[src/rtl/freq_counter.sv]
// freq_counter: counts synchronized Fout rising edges over a Gate-cycle window, valid/ack result.
// Build option: define FREQ_COUNTER_SYNC3_EN for a 3-flop synchronizer ahead of the edge detector.
module freq_counter #(
    parameter int CNT_W  = 16,
    parameter int GATE_W = 16
) (
    input  logic              Clk,
    input  logic              Reset,
    input  logic              Fout,
    input  logic              Start,
    input  logic [GATE_W-1:0] Gate,
    input  logic              Ack,
    output logic [CNT_W-1:0]  Count,
    output logic              Valid,
    output logic              Busy,
    output logic              Overflow
);

`ifdef FREQ_COUNTER_SYNC3_EN
    localparam int SYNC_N = 3;
`else
    localparam int SYNC_N = 2;
`endif

    localparam logic [CNT_W-1:0] CNT_MAX = {CNT_W{1'b1}};

    typedef enum logic [1:0] {
        ST_IDLE = 2'd0,
        ST_GATE = 2'd1,
        ST_DONE = 2'd2
    } state_e;

    state_e            state_q, state_d;
    logic [SYNC_N-1:0] sync_q, sync_d;
    logic              prev_q, prev_d;
    logic              rise_s;
    logic [GATE_W-1:0] timer_q, timer_d;
    logic [CNT_W-1:0]  cnt_q, cnt_d;
    logic [CNT_W:0]    inc_s;
    logic              ovf_q, ovf_d;
    logic              busy_q, busy_d;
    logic              valid_q, valid_d;

    // Returns {saturation_hit, next_value}; the value never wraps.
    function automatic logic [CNT_W:0] sat_inc(input logic [CNT_W-1:0] v);
        logic [CNT_W:0] r;
        if (v == CNT_MAX) begin
            r = {1'b1, v};
        end else begin
            r = {1'b0, v + CNT_W'(1)};
        end
        return r;
    endfunction

    // Synchronizer shift chain and edge-detect history.
    always_comb begin
        sync_d = {sync_q[SYNC_N-2:0], Fout};
        prev_d = sync_q[SYNC_N-1];
    end

    assign rise_s = sync_q[SYNC_N-1] & ~prev_q;

    // Next-state logic for the measurement FSM, counter and timer.
    always_comb begin
        state_d = state_q;
        timer_d = timer_q;
        cnt_d   = cnt_q;
        ovf_d   = ovf_q;
        inc_s   = sat_inc(cnt_q);
        case (state_q)
            ST_IDLE: begin
                if (Start && (Gate != {GATE_W{1'b0}})) begin
                    state_d = ST_GATE;
                    timer_d = Gate;
                    cnt_d   = {CNT_W{1'b0}};
                    ovf_d   = 1'b0;
                end else begin
                    state_d = ST_IDLE;
                end
            end
            ST_GATE: begin
                timer_d = timer_q - GATE_W'(1);
                if (rise_s) begin
                    cnt_d = inc_s[CNT_W-1:0];
                    ovf_d = ovf_q | inc_s[CNT_W];
                end else begin
                    cnt_d = cnt_q;
                    ovf_d = ovf_q;
                end
                // timer==1 marks the final gate cycle; its edge is still counted above.
                if (timer_q == GATE_W'(1)) begin
                    state_d = ST_DONE;
                end else begin
                    state_d = ST_GATE;
                end
            end
            ST_DONE: begin
                if (Ack) begin
                    state_d = ST_IDLE;
                end else begin
                    state_d = ST_DONE;
                end
            end
            default: begin
                state_d = ST_IDLE;
            end
        endcase
        busy_d  = (state_d == ST_GATE);
        valid_d = (state_d == ST_DONE);
    end

    // State and datapath registers.
    always_ff @(posedge Clk or posedge Reset) begin
        if (Reset) begin
            state_q <= ST_IDLE;
            sync_q  <= {SYNC_N{1'b0}};
            prev_q  <= 1'b0;
            timer_q <= {GATE_W{1'b0}};
            cnt_q   <= {CNT_W{1'b0}};
            ovf_q   <= 1'b0;
            busy_q  <= 1'b0;
            valid_q <= 1'b0;
        end else begin
            state_q <= state_d;
            sync_q  <= sync_d;
            prev_q  <= prev_d;
            timer_q <= timer_d;
            cnt_q   <= cnt_d;
            ovf_q   <= ovf_d;
            busy_q  <= busy_d;
            valid_q <= valid_d;
        end
    end

    assign Count    = cnt_q;
    assign Valid    = valid_q;
    assign Busy     = busy_q;
    assign Overflow = ovf_q;

endmodule

[config.mk]
export PLATFORM = sky130hd
export DESIGN_NAME = freq_counter
export DESIGN_NICKNAME = d
export VERILOG_FILES = /design/src/rtl/freq_counter.sv
export SDC_FILE = /design/constraint.sdc
export NUM_CORES = 1
export LEC_CHECK = 0
export CORE_UTILIZATION = 40
export DETAILED_ROUTE_END_ITERATION = 10
export DONT_BUFFER_PORTS = 1
export GPL_ROUTABILITY_DRIVEN = 0
export GPL_TIMING_DRIVEN = 0
export PLACE_DENSITY = 0.61
export SLEW_MARGIN = 20
export SYNTH_ARGS = -nofsm -noshare
export SYNTH_HDL_FRONTEND = slang
export SYNTH_SLANG_ARGS = --single-unit
export TNS_END_PERCENT = 10
[constraint.sdc]
create_clock -name Clk -period 2.3 [get_ports Clk]
set_input_delay 0.115 -clock Clk [delete_from_list [all_inputs] [get_ports Clk]]
set_output_delay 0.115 -clock Clk [all_outputs]
set_load 0.01 [all_outputs]
==> impl_metrics.py, run 1 <==
metrics = {
    "global_route": {
        "grt_overflow": 0,
        "track_usage": 0.212,
        "grt_pass1_wl_um": 10100,
        "grt_max_degree": 23,
        "antenna_found_initial": 0,
        "grt_pass1_vias": 1940,
    },
    "pwr": {
        "vdd_ir_drop_max_uv": 365,
        "p_int_mw": 1.36,
        "power.share.sequential": 0.506,
        "power.leakage_nw": 1.03,
        "p_clk_frac": 0.208,
        "power_density_nw_per_um2": 811,
        "p_switching_mw": 0.779,
        "comb_power_share": 0.286,
        "p_sw_frac": 0.364,
    },
    "drt": {
        "dr.pass1.iters": 4,
        "vias": 2040,
        "wire_per_inst_um": 18.3,
        "finalWirelength_um": 6040,
        "drt_iter0_markers": 137,
        "drc": 0,
        "routed_via_density": 6.18,
        "antenna_left": 0,
    },
    "synthesis": {
        "yosysWarningCount": 0,
        "synth_area_per_cell_um2": 9.74,
        "syn-cell-area_um2": 2340,
        "synth_cell_types": 56,
        "yosys-top-cells-area": "dfrtp_1 43%, mux2i_1 4.7%, o31ai_1 2.9%, nand4_1 2.7%, or3_1 2.7%",
        "synth-edff-count": 0,
        "synth_flop_cell": "dfrtp_1",
        "seq_area_frac_synth": 0.428,
        "synth_nets": 264,
        "synth-async-reset-ratio": 1.00,
        "postSynthCellCount": 240,
        "synth_top_area_share": 0.428,
        "yosys.area.top_type": "dfrtp_1",
        "ys_ff_latch": 40,
    },
    "cells_and_area": {
        "syn2layout_area_growth_pct": 12.7,
        "diodes": 0,
        "drive_gt1_frac": 0.116,
        "num-fill-cells": 545,
        "fin_nets": 282,
    },
    "worst_setup_path": {
        "critPathMaxFanout": 6,
        "timing.rr.end": "Busy$_DFF_PP0_",
        "rr_startpoint": "timer_q[5]$_DFFE_PP0P_",
        "setup.worst_path.end_class": "flip-flop",
        "startpoint_type": "flip-flop",
        "arrival_ps": 2360,
        "worstPathRequired_ps": 2480,
        "critical_path_class": "reg2reg",
        "r2r_slack_ps": 120,
        "reg2reg_depth": 4,
        "critPathCapture": "Busy$_DFF_PP0_",
        "timing.critical_path.from": "timer_q[5]$_DFFE_PP0P_",
    },
    "die": {
        "ios": 40,
        "die-area_um2": 6150,
        "fp.coreArea_um2": 5570,
        "start_util": 0.419,
        "die_width_um": 78.4,
        "rows": 27,
        "die_h_um": 78.4,
    },
    "placement": {
        "hpwl_um": 4330,
        "portBuffers": 0,
        "post-place-ws_ps": 2.11,
    },
    "cts": {
        "cts-root-buf": "clkbuf_8",
        "clk_pin_slew_worst_paths_ps": 80,
        "tritoncts": "built",
        "clock_latency_ps": 290,
        "cts-htree-levels": 2,
        "cts_sinks": 40,
        "cts_max_path_buffers": 2,
        "cts_buffers": 5,
    },
    "sta": {
        "setup_tns_ps": 0,
        "relSlewSlack": 0.493,
        "slew_violations": 0,
        "period_share": 0.949,
        "rsz0062_at_grt": "no",
        "max_freq_mhz": 458,
        "fin_worst_skew_ps": 3.13,
        "finalHoldViolations": 0,
        "worst_slack_ps": 118,
        "setup_viol": 0,
        "min_period_ps": 2180,
        "worst_pin_slew_ps": 750,
    },
    "worst_hold_path": {
        "hp-class": "in2reg",
    },
    "job": {
        "cap_violations": 0,
    },
    "status": {
        "status": "complete, no violations",
    },
}
[power by group through the flow]
stage / combinational (mW) / sequential, mW / clock, mW
2_1_floorplan: 0.486 / 1.03 / 0
3_3_place_gp: 0.568 / 1.09 / 0
3_5_place_dp: 0.594 / 1.09 / 0
4_1_cts: 0.609 / 1.08 / 0.459
5_1_grt: 0.691 / 1.11 / 0.491
6_report: 0.610 / 1.08 / 0.445
[worst min-delay path by stage]
| stage | slack [ps] | endpoint | start | depth (start not counted) |
|---|---|---|---|---|
| 3_3_place_gp | 150 | sync_q[0]$_DFF_PP0_ | Fout | 0 |
| 2_1_floorplan | 150 | sync_q[0]$_DFF_PP0_ | Fout | 0 |
| 6_report | 4 | timer_q[10]$_DFFE_PP0P_ | Gate[10] | 2 |
| 5_1_grt | 20 | timer_q[10]$_DFFE_PP0P_ | Gate[10] | 2 |
| 4_1_cts | 2 | timer_q[10]$_DFFE_PP0P_ | Gate[10] | 2 |
| 3_5_place_dp | 40 | Count[3]$_DFFE_PP0P_ | Reset | 1 |
[kinds of logic (layout without fill, tap and decap cells)]
kind of cell,Yosys count,count (layout),synth area share
simple gates,102,102,0.261
compound gates,64,64,0.206
flops,40,40,0.428
buf+inv,18,36,0.0337
mux,11,11,0.0471
fa+ha+maj,3,3,0.0161
xor+xnor,2,2,0.00750
[synthesized netlist by cell type, drive strengths merged (3+ instances only)]
| library cell | n |
|---|---|
| dfrtp | 40 |
| a21oi | 13 |
| nor2 | 13 |
| o21ai | 12 |
| mux2i | 11 |
| nand2 | 10 |
| nand4 | 10 |
| or3 | 10 |
| nand3 | 9 |
| o31ai | 9 |
| or4 | 9 |
| nand2b | 8 |
| nor3 | 8 |
| nor4 | 8 |
| clkbuf | 7 |
| inv | 6 |
| a221o | 4 |
| buf | 4 |
| ha | 3 |
| o21a | 3 |
| or2 | 3 |
[state kept, by name (all words and copies together) (netlist names)]
signal    cells
timer_q      16
state_q       2
Busy          1
Overflow      1
Valid         1
Count        16
prev_q        1
sync_q        2
[metal layers]
metal | wire [um] | part of all wire | up-vias | track usage
met4 | 68 | 0.011 | 0 | 0.0463
met1 | 2910 | 0.48 | 1013 | 0.306
met3 | 275 | 0.046 | 6 | 0.0500
met5 | 0 | 0 | - | 0
met2 | 2790 | 0.46 | 43 | 0.319
li1 | - | - | 978 | -
[what timing repair did]
action / 4_1_cts / 5_1_grt
gates resized for setup: 1 / 0
endpoints found under the setup margin: 2 / 1
hold buffers: 7 / 0
pin swaps: 0 / 1
endpoints found under the hold margin: 24 / 0
setup buffers: 0 / 3
[final cells by class]
| class | count | area (um2) | area share |
|---|---|---|---|
| inverters | 7 | 26.3 | 0.00998 |
| clock inverters | 1 | 5.00 | 0.00190 |
| plain buffers | 11 | 52.6 | 0.0200 |
| multi-input cells | 182 | 1270 | 0.481 |
| flip-flops and latches | 40 | 1000 | 0.380 |
| well taps | 72 | 90.1 | 0.0342 |
| repair buffers | 11 | 120 | 0.0456 |
| clock buffers | 6 | 72.6 | 0.0276 |
[stage by stage]
step,cells,instance area (um2),total power [mW],util,hold WS (ps)
floorplan,240,2340,1.52,-,146
global placement,312,2430,1.66,0.435,146
global route,330,2630,2.29,0.473,18.0
CTS,327,2610,2.15,0.468,1.99
detailed placement,313,2450,1.68,0.440,42.4
finish,330,2630,2.14,0.473,4.18
[worst max-delay path, cell delays in order, from the launching register on]
cell,delay [ps]
dfrtp_1,450
or3_1,450
nor4_1,550
nand4_1,350
o21a_1,270
[layout by cell type (no fill, tap or decap), drive strengths merged, types with 2 or more instances in the layout]
cell type / synthesis / routed
a211oi: 2 / 2
a21o: 2 / 2
a21oi: 13 / 13
a221o: 4 / 4
a22oi: 2 / 2
a31o: 2 / 2
and2: 2 / 2
and3: 2 / 2
buf: 4 / 8
clkbuf: 7 / 13
clkinv: 1 / 2
dfrtp: 40 / 40
dlygate4sd3: 0 / 7
ha: 3 / 3
inv: 6 / 6
mux2i: 11 / 11
nand2: 10 / 10
nand2b: 8 / 8
nand3: 9 / 9
nand4: 10 / 10
nor2: 13 / 13
nor2b: 2 / 2
nor3: 8 / 8
nor3b: 2 / 2
nor4: 8 / 8
nor4b: 2 / 2
o21a: 3 / 3
o21ai: 12 / 12
o221a: 2 / 2
o22ai: 2 / 2
o31ai: 9 / 9
or2: 3 / 3
or3: 10 / 10
or4: 9 / 9
xnor2: 2 / 2
Note: power is estimated with default switching activity, not from simulation.
==> inputs of run 2 (changes only) <==
--- a/config.mk
+++ b/config.mk
@@ -11,6 +11,7 @@
 export GPL_ROUTABILITY_DRIVEN = 0
 export GPL_TIMING_DRIVEN = 0
 export PLACE_DENSITY = 0.61
+export SETUP_SLACK_MARGIN = 0.3
 export SLEW_MARGIN = 20
 export SYNTH_ARGS = -nofsm -noshare
 export SYNTH_HDL_FRONTEND = slang
==> run 2 against run 1 <==
  * Critical path type unchanged
  * First-iteration DRC count is 23% higher
  * Non-clock buffer count did not move
  * Largest power group unchanged
  * Flip-flop and latch count unchanged
  * Register-to-register slack gained 190 ps
  * Hold slack improved by 1.7 ps
  * Final area increased by 2.0%
==> impl_metrics.py, run 2 (same netlist as run 1, synthesis figures left out) <==
metrics = {
    "pwr": {
        "power.leakage_nw": 1.05,
        "finalPower_mw": 2.18,
        "vdd_ir_drop_max_uv": 376,
        "power.share.sequential": 0.499,
        "power_density_nw_per_um2": 811,
        "p_int_mw": 1.38,
        "comb_power_share": 0.297,
        "p_sw_frac": 0.366,
        "p_switching_mw": 0.796,
        "p_clk_frac": 0.204,
    },
    "cts": {
        "cts_max_path_buffers": 2,
        "cts_sinks": 40,
        "cts_buffers": 5,
        "cts-root-buf": "clkbuf_8",
        "clk_pin_slew_worst_paths_ps": 80,
        "tritoncts": "built",
        "clock_latency_ps": 290,
        "cts-htree-levels": 2,
    },
    "placement": {
        "dpl-instance-area_um2": 2450,
        "portBuffers": 0,
        "dp_cells": 313,
        "post-place-ws_ps": 2.11,
        "hpwl_um": 4330,
    },
    "cells_and_area": {
        "fin_nets": 282,
        "fin_area_um2": 2690,
        "drive_gt1_frac": 0.167,
        "final_common_cell": "dfrtp_1",
        "diodes": 0,
        "instances_no_fill": 330,
        "syn2layout_area_growth_pct": 14.9,
        "layout_common_cells": "38 x dfrtp_1, 12 x nor2_1, 12 x a21oi_1",
    },
    "drt": {
        "wire_per_inst_um": 18.5,
        "finalWirelength_um": 6110,
        "drt_iter0_markers": 168,
        "routed_via_density": 6.25,
        "drc": 0,
        "antenna_left": 0,
        "dr.pass1.iters": 4,
        "vias": 2063,
    },
    "sta": {
        "setup_tns_ps": 0,
        "min_period_ps": 1990,
        "worst_pin_slew_ps": 756,
        "fin_worst_skew_ps": 5.97,
        "finalHoldViolations": 0,
        "worst_slack_ps": 306,
        "setup_viol": 0,
        "relSlewSlack": 0.489,
        "max_freq_mhz": 501,
        "slew_violations": 0,
        "rsz0062_at_grt": "yes",
        "period_share": 0.867,
    },
    "die": {
        "ios": 40,
        "die_width_um": 78.4,
        "die-area_um2": 6150,
        "fp.coreArea_um2": 5570,
        "die_h_um": 78.4,
        "start_util": 0.419,
        "rows": 27,
    },
    "worst_setup_path": {
        "arrival_ps": 2180,
        "critical_path_class": "reg2reg",
        "startpoint_type": "flip-flop",
        "critPathMaxFanout": 4,
        "worstPathRequired_ps": 2490,
        "setup.worst_path.end_class": "flip-flop",
    },
    "worst_hold_path": {
        "hp-class": "in2reg",
    },
    "global_route": {
        "grt_overflow": 0,
        "track_usage": 0.213,
        "antenna_found_initial": 0,
        "grt_pass1_wl_um": 10100,
        "grt_pass1_vias": 1945,
        "grt_max_degree": 23,
    },
    "job": {
        "cap_violations": 0,
    },
    "status": {
        "status": "complete, no violations",
    },
}
[run 2: stage by stage]
| stage | hold slack [ps] | util |
|---|---|---|
| final | 5.93 | 0.482 |
| after detailed placement | 42.4 | 0.440 |
| after global routing | 18.0 | 0.482 |
| after CTS | 1.99 | 0.471 |
| after floorplan | 146 | - |
| after global placement | 146 | 0.435 |
[run 2: repair_timing]
action | CTS | global route
setup endpoints to repair | 21 | 28
buffers inserted | 1 | 2
gates resized for setup | 3 | 15
pin swaps | 1 | 2
hold buffers | 7 | 0
hold endpoints to repair | 24 | 0
gates cloned | 0 | 0
[run 2: cell type report]
cell class	count	area [um2]
well taps	72	90.1
inverters	7	26.3
repair buffers	11	120
fillers	537	2890
plain buffers	11	56.3
flip-flops and latches	40	1000
clock buffers	6	72.6
clock inverters	1	5.00
multi-input cells	182	1310
[run 2: critical path, cell delays in order, from the launching register on]
cell,delay [ps]
dfrtp_1,420
inv_1,90
ha_2,190
nor4b_1,630
nand3_1,240
a311oi_2,330
[run 2: layer usage]
layer,routed length [um],GRT usage,up-vias,share of wire
li1,-,-,978,-
met1,2910,0.310,1020,0.48
met2,2820,0.319,57,0.46
met3,302,0.0500,8,0.049
met4,75,0.0463,0,0.012
met5,0,0,-,0
[run 2: worst paths after layout]
check / start / endpoint / slack [ps] / depth (start not counted)
min in group asynchronous: Reset / Count[3]$_DFFE_PP0P_ / 300 / 2
worst max-delay path: timer_q[1]$_DFFE_PP0P_ / timer_q[8]$_DFFE_PP0P_ / 310 / 5
worst min register to register: sync_q[0]$_DFF_PP0_ / sync_q[1]$_DFF_PP0_ / 350 / 0
worst min-delay path: Gate[10] / timer_q[10]$_DFFE_PP0P_ / 6 / 2
worst max register to register: timer_q[1]$_DFFE_PP0P_ / timer_q[8]$_DFFE_PP0P_ / 310 / 5
max in group asynchronous: Reset / timer_q[0]$_DFFE_PP0P_ / 1530 / 3
[run 2: power by group through the flow]
stage,combinational [mW],sequential (mW),clock (mW)
finish,0.647,1.09,0.444
floorplan,0.486,1.03,0
detailed placement,0.594,1.09,0
global route,0.731,1.12,0.491
CTS,0.614,1.08,0.459
global placement,0.568,1.09,0
